<file path="src/rtl/div_unit_if.sv">
// div_unit_if -- handshake/data bundle between the EX stage and the divider.
//
// Signals:
//   signed_div_i  1 = signed divide (DIV), 0 = unsigned (DIVU)
//   opdata1_i     dividend
//   opdata2_i     divisor
//   start_i       request, held high by EX until ready_o is seen
//   annul_i       cancel an in-flight division (flush / exception)
//   result_o      {remainder, quotient}; upper half -> HI, lower half -> LO
//   ready_o       result_o valid
//   stallreq_o    EX stall request towards the stall controller
//
// Modports: master = EX stage (requester), slave = divider.
interface div_unit_if #(
  parameter int DATA_W = 32
);
  logic                  signed_div_i;
  logic [DATA_W-1:0]     opdata1_i;
  logic [DATA_W-1:0]     opdata2_i;
  logic                  start_i;
  logic                  annul_i;
  logic [2*DATA_W-1:0]   result_o;
  logic                  ready_o;
  logic                  stallreq_o;

  modport master (
    output signed_div_i, opdata1_i, opdata2_i, start_i, annul_i,
    input  result_o, ready_o, stallreq_o
  );

  modport slave (
    input  signed_div_i, opdata1_i, opdata2_i, start_i, annul_i,
    output result_o, ready_o, stallreq_o
  );
endinterface

</file>
<file path="src/rtl/div_unit.sv">
// div_unit -- multi-cycle signed/unsigned divider for the EX stage.
//
// Radix-2 restoring division, one quotient bit per clock, DATA_W iterations.
// Operands are converted to magnitudes on entry and the signs are fixed up on
// the final iteration, so the core loop is purely unsigned.
//
// Ports:
//   clk   rising-edge clock
//   rst   asynchronous active-low reset (0 = reset asserted)
//   bus   div_unit_if.slave: operands, start/annul, result, ready, stall request
//
// Build option:
//   DIV_BYZERO_FAST_EN  defined   -> a zero divisor takes a one-cycle BYZERO
//                                    path (ready two edges after start).
//                       undefined -> a zero divisor runs the full iteration
//                                    loop and a latched flag overrides the
//                                    result; timing equals a normal divide.
//   Either way the divide-by-zero result is {raw dividend, all ones}.
module div_unit #(
  parameter int DATA_W = 32
) (
  input  logic      clk,
  input  logic      rst,
  div_unit_if.slave bus
);

  localparam int                CNT_W    = $clog2(DATA_W) + 1;
  localparam logic [CNT_W-1:0]  LAST_CNT = CNT_W'(DATA_W - 1);
  localparam int                WORK_W   = 2 * DATA_W + 1;

  typedef enum logic [1:0] {
    IDLE = 2'd0,
    ON   = 2'd1,
    END  = 2'd2
`ifdef DIV_BYZERO_FAST_EN
    , BYZERO = 2'd3
`endif
  } state_t;

  state_t                state_reg, state_next;
  logic [CNT_W-1:0]      cnt_reg, cnt_next;
  logic [WORK_W-1:0]     work_reg, work_next;
  logic [DATA_W-1:0]     divisor_reg, divisor_next;
  logic [DATA_W-1:0]     dividend_reg, dividend_next;
  logic                  sign_q_reg, sign_q_next;
  logic                  sign_r_reg, sign_r_next;
  logic [2*DATA_W-1:0]   result_reg, result_next;
  logic                  ready_reg, ready_next;
`ifndef DIV_BYZERO_FAST_EN
  logic                  zero_reg, zero_next;
`endif

  // Datapath helpers
  logic                  sign1, sign2;
  logic [DATA_W-1:0]     op1_mag, op2_mag;
  logic [WORK_W-1:0]     shifted, work_iter;
  logic [DATA_W+1:0]     diff;
  logic [DATA_W-1:0]     quot_fix, rem_fix;

  assign sign1   = bus.signed_div_i & bus.opdata1_i[DATA_W-1];
  assign sign2   = bus.signed_div_i & bus.opdata2_i[DATA_W-1];
  assign op1_mag = sign1 ? -bus.opdata1_i : bus.opdata1_i;
  assign op2_mag = sign2 ? -bus.opdata2_i : bus.opdata2_i;

  // One restoring step: shift, trial-subtract the divisor from the upper
  // 33 bits, keep the difference only when it did not go negative.
  assign shifted   = {work_reg[WORK_W-2:0], 1'b0};
  assign diff      = {1'b0, shifted[WORK_W-1:DATA_W]} - {2'b00, divisor_reg};
  assign work_iter = diff[DATA_W+1] ? shifted
                                    : {diff[DATA_W:0], shifted[DATA_W-1:1], 1'b1};

  // Quotient takes sign1^sign2, remainder follows the dividend's sign.
  assign quot_fix = sign_q_reg ? -work_iter[DATA_W-1:0] : work_iter[DATA_W-1:0];
  assign rem_fix  = sign_r_reg ? -work_iter[2*DATA_W-1:DATA_W]
                               : work_iter[2*DATA_W-1:DATA_W];

  // The top work bit is always zero once a step completes (remainder < divisor);
  // it is never read back, only shifted out.
  logic unused_work_msb;
  assign unused_work_msb = work_reg[WORK_W-1];

  always_ff @(posedge clk or negedge rst) begin
    if (!rst) begin
      state_reg    <= IDLE;
      cnt_reg      <= '0;
      work_reg     <= '0;
      divisor_reg  <= '0;
      dividend_reg <= '0;
      sign_q_reg   <= 1'b0;
      sign_r_reg   <= 1'b0;
      result_reg   <= '0;
      ready_reg    <= 1'b0;
`ifndef DIV_BYZERO_FAST_EN
      zero_reg     <= 1'b0;
`endif
    end else begin
      state_reg    <= state_next;
      cnt_reg      <= cnt_next;
      work_reg     <= work_next;
      divisor_reg  <= divisor_next;
      dividend_reg <= dividend_next;
      sign_q_reg   <= sign_q_next;
      sign_r_reg   <= sign_r_next;
      result_reg   <= result_next;
      ready_reg    <= ready_next;
`ifndef DIV_BYZERO_FAST_EN
      zero_reg     <= zero_next;
`endif
    end
  end

  always_comb begin
    state_next    = state_reg;
    cnt_next      = cnt_reg;
    work_next     = work_reg;
    divisor_next  = divisor_reg;
    dividend_next = dividend_reg;
    sign_q_next   = sign_q_reg;
    sign_r_next   = sign_r_reg;
    result_next   = result_reg;
    ready_next    = ready_reg;
`ifndef DIV_BYZERO_FAST_EN
    zero_next     = zero_reg;
`endif

    case (state_reg)
      IDLE: begin
        ready_next  = 1'b0;
        result_next = '0;
        if (bus.start_i && !bus.annul_i) begin
          work_next     = {{(DATA_W + 1){1'b0}}, op1_mag};
          divisor_next  = op2_mag;
          dividend_next = bus.opdata1_i;
          sign_q_next   = sign1 ^ sign2;
          sign_r_next   = sign1;
          cnt_next      = '0;
`ifdef DIV_BYZERO_FAST_EN
          state_next    = (bus.opdata2_i == '0) ? BYZERO : ON;
`else
          zero_next     = (bus.opdata2_i == '0);
          state_next    = ON;
`endif
        end
      end

      ON: begin
        // Losing start is treated exactly like an annul.
        if (!bus.start_i || bus.annul_i) begin
          state_next = IDLE;
        end else begin
          work_next = work_iter;
          cnt_next  = cnt_reg + 1'b1;
          if (cnt_reg == LAST_CNT) begin
            state_next  = END;
            ready_next  = 1'b1;
            result_next = {rem_fix, quot_fix};
`ifndef DIV_BYZERO_FAST_EN
            if (zero_reg) begin
              result_next = {dividend_reg, {DATA_W{1'b1}}};
            end
`endif
          end
        end
      end

`ifdef DIV_BYZERO_FAST_EN
      BYZERO: begin
        if (!bus.start_i || bus.annul_i) begin
          state_next = IDLE;
        end else begin
          state_next  = END;
          ready_next  = 1'b1;
          result_next = {dividend_reg, {DATA_W{1'b1}}};
        end
      end
`endif

      END: begin
        // Annul is ignored here: the result exists, only start release ends it.
        if (!bus.start_i) begin
          state_next  = IDLE;
          ready_next  = 1'b0;
          result_next = '0;
        end
      end

      default: state_next = IDLE;
    endcase
  end

  assign bus.result_o = result_reg;
  assign bus.ready_o  = ready_reg;

  // Stall while a request is being accepted or a division is running; drops in
  // END so EX advances on the ready cycle. Forced low while reset is held.
  assign bus.stallreq_o = rst & (((state_reg == IDLE) & bus.start_i & ~bus.annul_i)
                                 | (state_reg == ON)
`ifdef DIV_BYZERO_FAST_EN
                                 | (state_reg == BYZERO)
`endif
                                 );

endmodule
</file>
<file path="src/flat_wrapper.sv">
// flat-port wrapper written by rule: the top's interface ports become plain ports
module div_unit_flat 
#(
  parameter int DATA_W = 32
)
  (clk, rst, bus_signed_div_i, bus_opdata1_i, bus_opdata2_i, bus_start_i, bus_annul_i, bus_result_o, bus_ready_o, bus_stallreq_o);
  div_unit_if #(.DATA_W(DATA_W)) bus_i ();
  input  logic clk;
  input  logic rst;
  input wire logic [$bits(bus_i.signed_div_i)-1:0] bus_signed_div_i;
  input wire logic [$bits(bus_i.opdata1_i)-1:0] bus_opdata1_i;
  input wire logic [$bits(bus_i.opdata2_i)-1:0] bus_opdata2_i;
  input wire logic [$bits(bus_i.start_i)-1:0] bus_start_i;
  input wire logic [$bits(bus_i.annul_i)-1:0] bus_annul_i;
  output wire logic [$bits(bus_i.result_o)-1:0] bus_result_o;
  output wire logic [$bits(bus_i.ready_o)-1:0] bus_ready_o;
  output wire logic [$bits(bus_i.stallreq_o)-1:0] bus_stallreq_o;
  assign bus_i.signed_div_i = bus_signed_div_i;
  assign bus_i.opdata1_i = bus_opdata1_i;
  assign bus_i.opdata2_i = bus_opdata2_i;
  assign bus_i.start_i = bus_start_i;
  assign bus_i.annul_i = bus_annul_i;
  assign bus_result_o = bus_i.result_o;
  assign bus_ready_o = bus_i.ready_o;
  assign bus_stallreq_o = bus_i.stallreq_o;
  div_unit #(.DATA_W(DATA_W)) u_core (.clk(clk), .rst(rst), .bus(bus_i));
endmodule
</file>
<file path="config.mk">
export PLATFORM = sky130hd
export DESIGN_NAME = div_unit_flat
export DESIGN_NICKNAME = d
export VERILOG_FILES = /design/src/rtl/div_unit_if.sv /design/src/rtl/div_unit.sv /design/src/flat_wrapper.sv
export SDC_FILE = /design/constraint.sdc
export NUM_CORES = 1
export LEC_CHECK = 0
export CAP_MARGIN = 25
export CORE_UTILIZATION = 25
export CTS_CLUSTER_DIAMETER = 50
export DETAILED_ROUTE_END_ITERATION = 12
export PLACE_DENSITY = 0.41
export SYNTH_ARGS = -nofsm -noshare
export SYNTH_HDL_FRONTEND = slang
export SYNTH_SLANG_ARGS = --single-unit
</file>
<file path="constraint.sdc">
create_clock -name clk -period 4.5 [get_ports clk]
set_input_delay 1.125 -clock clk [delete_from_list [all_inputs] [get_ports clk]]
set_output_delay 1.125 -clock clk [all_outputs]
set_load 0.02 [all_outputs]
</file>
# == Word level (Yosys, flattened, before mapping) ==
# Cells that the tools add are included.
# word_totals
ff_bits,204
inputBits,69
output_inout_bits,66
elab_cells,69
# op_classes
add_sub_neg,6
eq_ne,8
n_mux,25
bitwise_logic,8
reduce_logical,12
# op_table
op,count
two-way mux 64 bit,7
one-hot mux 64 bit (3 select lines),1
two-way mux 32 bit,4
negation 32 bit,4
one-hot mux 64 bit (2 select lines),1
subtractor 33 x 32 -> 34 bit,1
zero test 32 bit,1
two-way mux 6 bit,2
one-hot mux 6 bit (2 select lines),1
two-way mux 2 bit,4
"adder 6 x 1 -> 6 bit, second input constant",1
"equality test 6 x 5 -> 1 bit, second input constant",1
one-hot mux 2 bit (3 select lines),1
AND reduction 3 bit,2
AND 1 bit,5
"inequality test 2 x 1 -> 1 bit, second input constant",2
"inequality test 2 bit, second input constant",2
AND reduction 4 bit,1
two-way mux 1 bit,3
"inequality test 3 x 1 -> 1 bit, second input constant",1
one-hot mux 1 bit (3 select lines),1
nonzero test 3 bit,1
"equality test 2 x 1 -> 1 bit, second input constant",1
"equality test 2 bit, second input constant",1
other kinds (9),10

# == Depth between registers and ports, before layout ==
# Gate-level depths: netlist (run 1).
# depth
ltp_word,8
depth_mapped,21
mapped_depth_nobuf,17

# == Least setup slack after synthesis (run 1) ==
# No wires, ideal clock.
# synth_timing
kind,register to register
start,reg u_core.work_reg[37]
end,reg u_core.result_reg[24] (netlist: u_core.bus.result_o[24])
setup_ns,0.120
arrival_ns,4.245
required_ns,4.380
slack_ns,0.135
path_stages_with_launch,20
path_buffers,3
period_less_slack_ns,4.365
path_cell_list,dfrtp_1 > ha_1 > a21o_1 > a31o_1 > a211oi_2 > a31o_2 > nand2_1 > inv_2 > buf_1 > buf_1 > clkbuf_1 > ha_1 > nand3b_1 > inv_1 > nand2_1 > o31ai_1 > o21ai_0 > xor2_1 > o21ai_0 > nand2_1
# synth_via
elab_chain_len,8
# synth_rtl
item,line,rtl
start: declaration,div_unit.sv:42,"logic [WORK_W-1:0] work_reg, work_next;"
start signal: assignment,div_unit.sv:99,work_reg <= work_next;
subtractor 33 x 32 -> 34 bit,div_unit.sv:68,"assign diff = {1'b0, shifted[WORK_W-1:DATA_W]} - {2'b00, divisor_reg};"
two-way mux 64 bit,div_unit.sv:69,assign work_iter = diff[DATA_W+1] ? shifted
negation 32 bit,div_unit.sv:73,assign quot_fix = sign_q_reg ? -work_iter[DATA_W-1:0] : work_iter[DATA_W-1:0];
two-way mux 32 bit,div_unit.sv:73,
two-way mux 64 bit,div_unit.sv:158,if (zero_reg) begin
two-way mux 64 bit,div_unit.sv:153,if (cnt_reg == LAST_CNT) begin
two-way mux 64 bit,div_unit.sv:148,if (!bus.start_i || bus.annul_i) begin
one-hot mux 64 bit (3 select lines),div_unit.sv:126,case (state_reg)
end signal: assignment,div_unit.sv:104,result_reg <= result_next;
end: declaration,div_unit.sv:47,"logic [2*DATA_W-1:0] result_reg, result_next;"
# No other way between the ends. The select of a mux whose other input is x is not followed.
# A chain may end at the register's enable or synchronous reset.

# == Final worst setup path (run 1) ==
# layout_timing
start,reg u_core.work_reg[39]
end,reg u_core.result_reg[63] (netlist: u_core.bus.result_o[63])
# layout_via
elab_chain_len,8
# layout_rtl
item,line,rtl
subtractor 33 x 32 -> 34 bit,div_unit.sv:68,
two-way mux 64 bit *,div_unit.sv:69,
negation 32 bit,div_unit.sv:74,assign rem_fix = sign_r_reg ? -work_iter[2*DATA_W-1:DATA_W]
two-way mux 32 bit *,div_unit.sv:74,
two-way mux 64 bit *,div_unit.sv:158,
two-way mux 64 bit *,div_unit.sv:153,
two-way mux 64 bit *,div_unit.sv:148,
one-hot mux 64 bit (3 select lines) *,div_unit.sv:126,
# Mark *: on every way between the ends. The rest lies on a longest branch, timed or not. The select of a mux whose other input is x is not followed.

==> results.ini, run 1 <==
[timing]
slew-limit-headroom=0.391
worst_slew_pin_slew_ns=0.912
setup_violations=0
finClkSkew_ns=0.0294
tns_ns=0
rsz0062_at_grt=false
max_freq_mhz=235
slew_viol_final=0
hold_ws_ns=0.464
period_minus_slack_ns=4.25
final-hold-violation-count=0
finalCritPeriodShare=0.944

[clock_tree]
clockRootBuffer=clkbuf_16
numCtsBuffers=35
cts_hold_buf=0
cts.clk_slew.worst_paths_ns=0.05
cts_tree=built
cts_sinks=204
postCtsSetupBuffers=0
insertion_delay_ns=0.56
h-tree-depth=2
cts_buffer_depth=3
cts_resized=0

[worst_setup_path]
crit_fanout=10
crit_required_ns=4.90
end_kind=flop
path_class=reg -> reg
path_cells=ha_1, a21o_1, a31o_1, a211o_1, or3_1, a22oi_1, a41oi_1, or4b_1, or4b_4, o31ai_4, xnor2_1, o21ai_1
arrival_ns=4.65
reg2reg_depth=12
max_stage_delay_ns=0.63
crit-reg2reg-launch=u_core.work_reg[39]
startpoint_type=flop
critPathSlowestCell=or4b_1
r2r-end=u_core.bus.result_o[63]
r2r_slack_ns=0.25

[floorplan]
core-area_um2=53800
rows=85
die_height_um=235
die_x_um=235
ios=135
start_util=0.253
dieArea_um2=55500

[global_routing]
grt_use_met3=0.0335
overflow=0
antenna_found_initial=2
grt_first_pass_wirelength_um=75700
grtUsageTotal=0.175
met1_usage=0.239
top_usage_layer=met2
first_global_vias=12500
grt_max_degree=62
grt_use_met2=0.282

[power]
p_comb_frac=0.371
clkPwrFrac=0.340
sw_frac_of_total=0.383
power.switching_w=0.00310
p_int_w=0.00500
p_leak_nw=7.39
pwr-share-seq=0.289
power_density_nw_per_um2=472
ir_drop_mv=0.208

[hold_path]
min_path_type=reg -> reg
whs_path_depth=2
whs_endpoint=u_core.bus.result_o[21]
hp-start=u_core.bus.result_o[21]

[place]
gp_congestion=0.832
dpl_cell_area_um2=16000
numPortBuffers=134
dpl.hpwl_um=36900

[final_layout]
n_fill_cell=5728
areaGrowthSynthToFinish_pct=26.0
final_area_um2=17200
antenna_cells=0
drive_gt1_frac=0.0850
fin_nets=1950

[logic_synthesis]
synth_cells=1711
synth_seq_area_share=0.375
ys.flop_type=dfrtp_1
yosysWarnings=0
synth-async-reset-ratio=1.00
ys_types=84
synth_edf_count=0
synth_seq_cells=204
synth_nets=1817
syn_area_per_cell_um2=7.97
synthesis.area_um2=13600

[drt]
via_count=12800
drt.antenna.violating_nets=0
viasPerCell=4.99
firstDrtPassIters=4
wl_per_cell_um=18.9
drc=0
drt_iter0_markers=835
wl_um=48500

[run_status]
outcome=completed

[job]
maxCapViolCount=0

-- worst max path at each step --
stage / slack, ns / from / end / cells after the start
2_1_floorplan: 0.13 / u_core.work_reg[37] / u_core.bus.result_o[24] / 19
3_3_place_gp: 0.30 / u_core.work_reg[51] / u_core.bus.result_o[63] / 13
3_5_place_dp: 0.28 / u_core.work_reg[39] / u_core.bus.result_o[63] / 12
4_1_cts: 0.25 / u_core.work_reg[39] / u_core.bus.result_o[63] / 12
5_1_grt: 0.004 / u_core.work_reg[31] / u_core.bus.result_o[62] / 14
6_report: 0.25 / u_core.work_reg[39] / u_core.bus.result_o[63] / 12
-- through the flow --
stage               setup slack, ns  instances   util  power (W)
floorplan                     0.135       1711      -    0.00429
global placement              0.300       2503  0.297    0.00538
detailed placement            0.280       2503  0.297    0.00538
CTS                           0.254       2566  0.319    0.00820
global route                0.00404       2566  0.319    0.00864
finish                        0.253       2566  0.319    0.00810
-- cell type report --
cell class                      count  area, um2  area share
Tap cell                          696        871      0.0507
Sequential cell                   204       5110       0.297
Timing Repair Buffer              198       1840       0.107
Clock inverter                     17        186      0.0109
Multi-Input combinational cell   1351       7960       0.464
Inverter                           54        203      0.0118
Clock buffer                       46       1010      0.0587
-- synth_stat cells (20+ instances only) --
cell type | count | area share
ha_1 | 36 | 0.033
clkbuf_1 | 85 | 0.023
o31ai_1 | 25 | 0.014
a22o_1 | 20 | 0.013
xnor2_1 | 80 | 0.051
nor2_1 | 106 | 0.029
nand3_1 | 26 | 0.0095
a22oi_1 | 21 | 0.012
nand2_1 | 351 | 0.097
nor3_1 | 23 | 0.0084
inv_1 | 53 | 0.015
a21oi_1 | 116 | 0.043
xor2_1 | 56 | 0.036
dfrtp_1 | 204 | 0.37
o21ai_0 | 216 | 0.079
-- metal layers --
metal,up-vias,part of all wire
li1,6291,-
met1,6168,0.47
met2,286,0.46
met3,64,0.048
met4,0,0.021
met5,-,0
-- kinds of logic after synthesis --
kind of cell	synth area share
AND/OR/NAND/NOR	0.211
AO/OA/AOI/OAI	0.235
flip-flops	0.375
buffers and inverters	0.0441
XOR/XNOR	0.0874
adder cells (fa/ha/maj)	0.0345
multiplexers	0.0133
-- worst max-delay path: cells and delay by family, from the launching register on --
kind                       cells  cell delay [ns]
AOI/OAI and AO/OA              7             1.55
xor gates and xnor gates       1             0.14
and+or+nand+nor                3             1.56
DFF                            1             0.43
adders and majority gates      1             0.42
-- cells in the final DEF (no fill, tap or decap), types with 53 or more instances in the layout --
cell / netlist / layout
nand2_1: 351 / 350
dfrtp_1: 204 / 203
xor2_1: 56 / 56
xnor2_1: 80 / 80
nor2_1: 106 / 104
o21ai_0: 216 / 216
inv_1: 53 / 53
buf_4: 1 / 63
a21oi_1: 116 / 116
clkdlybuf4s50_1: 0 / 133
-- power by group through the flow --
stage	Combinational (W)	Clock, W	Sequential (W)
2_1_floorplan	0.00198	0	0.00231
3_3_place_gp	0.00301	0	0.00237
3_5_place_dp	0.00301	0	0.00237
4_1_cts	0.00303	0.00284	0.00234
5_1_grt	0.00336	0.00291	0.00238
6_report	0.00300	0.00276	0.00234
(Power assumes the default switching activity.)
==> run 2: changes to the inputs <==
Settings changed: CTS_CLUSTER_SIZE set to 8.
==> run 2 against run 1 <==
- core utilization is 0.058 points lower
- largest power group unchanged
- critical path depth unchanged
- setup slack lost 0.020 ns
- via count rose by 0.12%
- count of clock-buffer cells in the layout rose by 2
- clock skew shrank 0.0030 ns
- critical path type unchanged
- combinational power barely moved
- first-iteration DRC count shrank 6.5%
==> results.ini, run 2 (synthesized netlist as in run 1, its figures left out) <==
[run_status]
outcome=completed

[timing]
setup_ws_ns=0.233  ; -0.0197 ns
max_freq_mhz=234  ; -0.46%
setup_violations=0  ; unchanged
rsz0062_at_grt=false
hold_ws_ns=0.464  ; +0.0000460 ns
slew_viol_final=0  ; unchanged
final-hold-violation-count=0  ; unchanged
slew-limit-headroom=0.374  ; -0.0172
tns_ns=0  ; unchanged
worst_slew_pin_slew_ns=0.940  ; +0.0279 ns
finalCritPeriodShare=0.948  ; +0.00437
period_minus_slack_ns=4.27  ; +0.0197 ns
finClkSkew_ns=0.0264  ; -0.00300 ns

[power]
power_density_nw_per_um2=469  ; -0.56%
p_leak_nw=7.37  ; -0.26%
ir_drop_mv=0.214  ; +2.9%
power.switching_w=0.00304  ; -2.0%
p_comb_frac=0.373  ; +0.002
clkPwrFrac=0.335  ; -0.005
sw_frac_of_total=0.378  ; -0.00476
p_int_w=0.00500  ; about the same
pwr-share-seq=0.292  ; +0.003

[global_routing]
grtUsageTotal=0.175  ; -0.000287
antenna_found_initial=2  ; unchanged
first_global_vias=12500  ; -0.12%
grt_max_degree=62  ; unchanged
grt_first_pass_wirelength_um=75700  ; about the same
overflow=0  ; unchanged

[place]
numPortBuffers=134  ; unchanged
place_ws_ns=0.280  ; unchanged
dpl_cell_area_um2=16000  ; unchanged
dpl.hpwl_um=36900  ; unchanged
gp_congestion=0.832  ; unchanged

[drt]
via_count=12800  ; +0.12%
viasPerCell=5.01  ; +0.27%
drt_iter0_markers=781  ; -6.5%
firstDrtPassIters=5  ; +1
drc=0  ; unchanged
wl_per_cell_um=18.9  ; +0.10%
drt.antenna.violating_nets=0  ; unchanged
wl_um=48500  ; about the same

[clock_tree]
cts_resized=0  ; unchanged
cts_tree=built
cts_sinks=204  ; unchanged
cts_buffer_depth=3  ; unchanged
insertion_delay_ns=0.56  ; about the same
cts_hold_buf=0  ; unchanged
clockRootBuffer=clkbuf_16
numCtsBuffers=37  ; +5.7%
cts.clk_slew.worst_paths_ns=0.05  ; about the same
postCtsSetupBuffers=0  ; unchanged
h-tree-depth=2  ; unchanged

[floorplan]
core-area_um2=53800  ; unchanged
die_x_um=235  ; unchanged
start_util=0.253  ; unchanged
ios=135  ; unchanged
dieArea_um2=55500  ; unchanged
die_height_um=235  ; unchanged
rows=85  ; unchanged

[worst_setup_path]
critPathSlowestCell=or4b_1
crit_required_ns=4.90  ; about the same
startpoint_type=flop
end_kind=flop
arrival_ns=4.67  ; +0.02 ns
path_cells=ha_1, a21o_1, a31o_1, a211o_1, or3_1, a22oi_1, a41oi_1, or4b_1, or4b_4, o31ai_4, xnor2_1, o21ai_1
max_stage_delay_ns=0.64  ; about the same
crit_fanout=10  ; unchanged
path_class=reg -> reg

[final_layout]
layout_common_cells=nand2_1, o21ai_0, dfrtp_1
final_common_cell=nand2_1
final_util=0.319  ; -0.000582
areaGrowthSynthToFinish_pct=25.8
fin_nets=1952  ; +0.10%
antenna_cells=0  ; unchanged
drive_gt1_frac=0.0820  ; -0.00303
final_area_um2=17100  ; -0.18%

[hold_path]
min_path_type=reg -> reg

[job]
maxCapViolCount=0  ; unchanged

## run 2: cell type report
type	instances	area, um2
inverter	54	203
tap	696	871
sequential	204	5110
clock buffer	48	1030
timing repair buffer	198	1840
clock inverter	11	139
fill	5741	36700
multi-input combinational	1351	7960
## run 2: power groups by stage
stage                     registers [W]  logic, W  clock network (W)
after floorplan                 0.00231   0.00198                  0
after global placement          0.00237   0.00301                  0
after detailed placement        0.00237   0.00301                  0
after CTS                       0.00234   0.00303            0.00279
after global routing            0.00238   0.00335            0.00287
final                           0.00235   0.00300            0.00270
## run 2: routing by layer
| metal | vias to the layer above | share of wire | GRT usage |
|---|---|---|---|
| met5 | - | 0 | 0 |
| met4 | 0 | 0.020 | 0.0454 |
| met3 | 70 | 0.048 | 0.0338 |
| met2 | 306 | 0.46 | 0.284 |
| met1 | 6158 | 0.47 | 0.238 |
| li1 | 6290 | - | - |
## run 2: final timing paths
kind                                         start                       to  slack (ns)  depth (start not counted)
setup / recovery               u_core.work_reg[39]  u_core.bus.result_o[63]        0.23                         12
max in group asynchronous                      rst          u_core.zero_reg        2.28                          3
hold / removal             u_core.bus.result_o[21]  u_core.bus.result_o[21]        0.46                          2
setup reg to reg               u_core.work_reg[39]  u_core.bus.result_o[63]        0.23                         12
min in group asynchronous                      rst      u_core.work_reg[26]        0.71                          2
hold reg to reg            u_core.bus.result_o[21]  u_core.bus.result_o[21]        0.46                          2
## run 2: metrics by stage
stage	std cells	total power, W
floorplan	1711	0.00429
global placement	2503	0.00538
detailed placement	2503	0.00538
CTS	2562	0.00816
global route	2562	0.00860
finish	2562	0.00804
## run 2: worst max-delay path, delay by kind of cell (launching register included)
family | cells | cell delay, ns
xor gates and xnor gates | 1 | 0.14
adders and majority gates | 1 | 0.42
and+or+nand+nor | 3 | 1.59
DFF | 1 | 0.43
AOI/OAI and AO/OA | 7 | 1.55
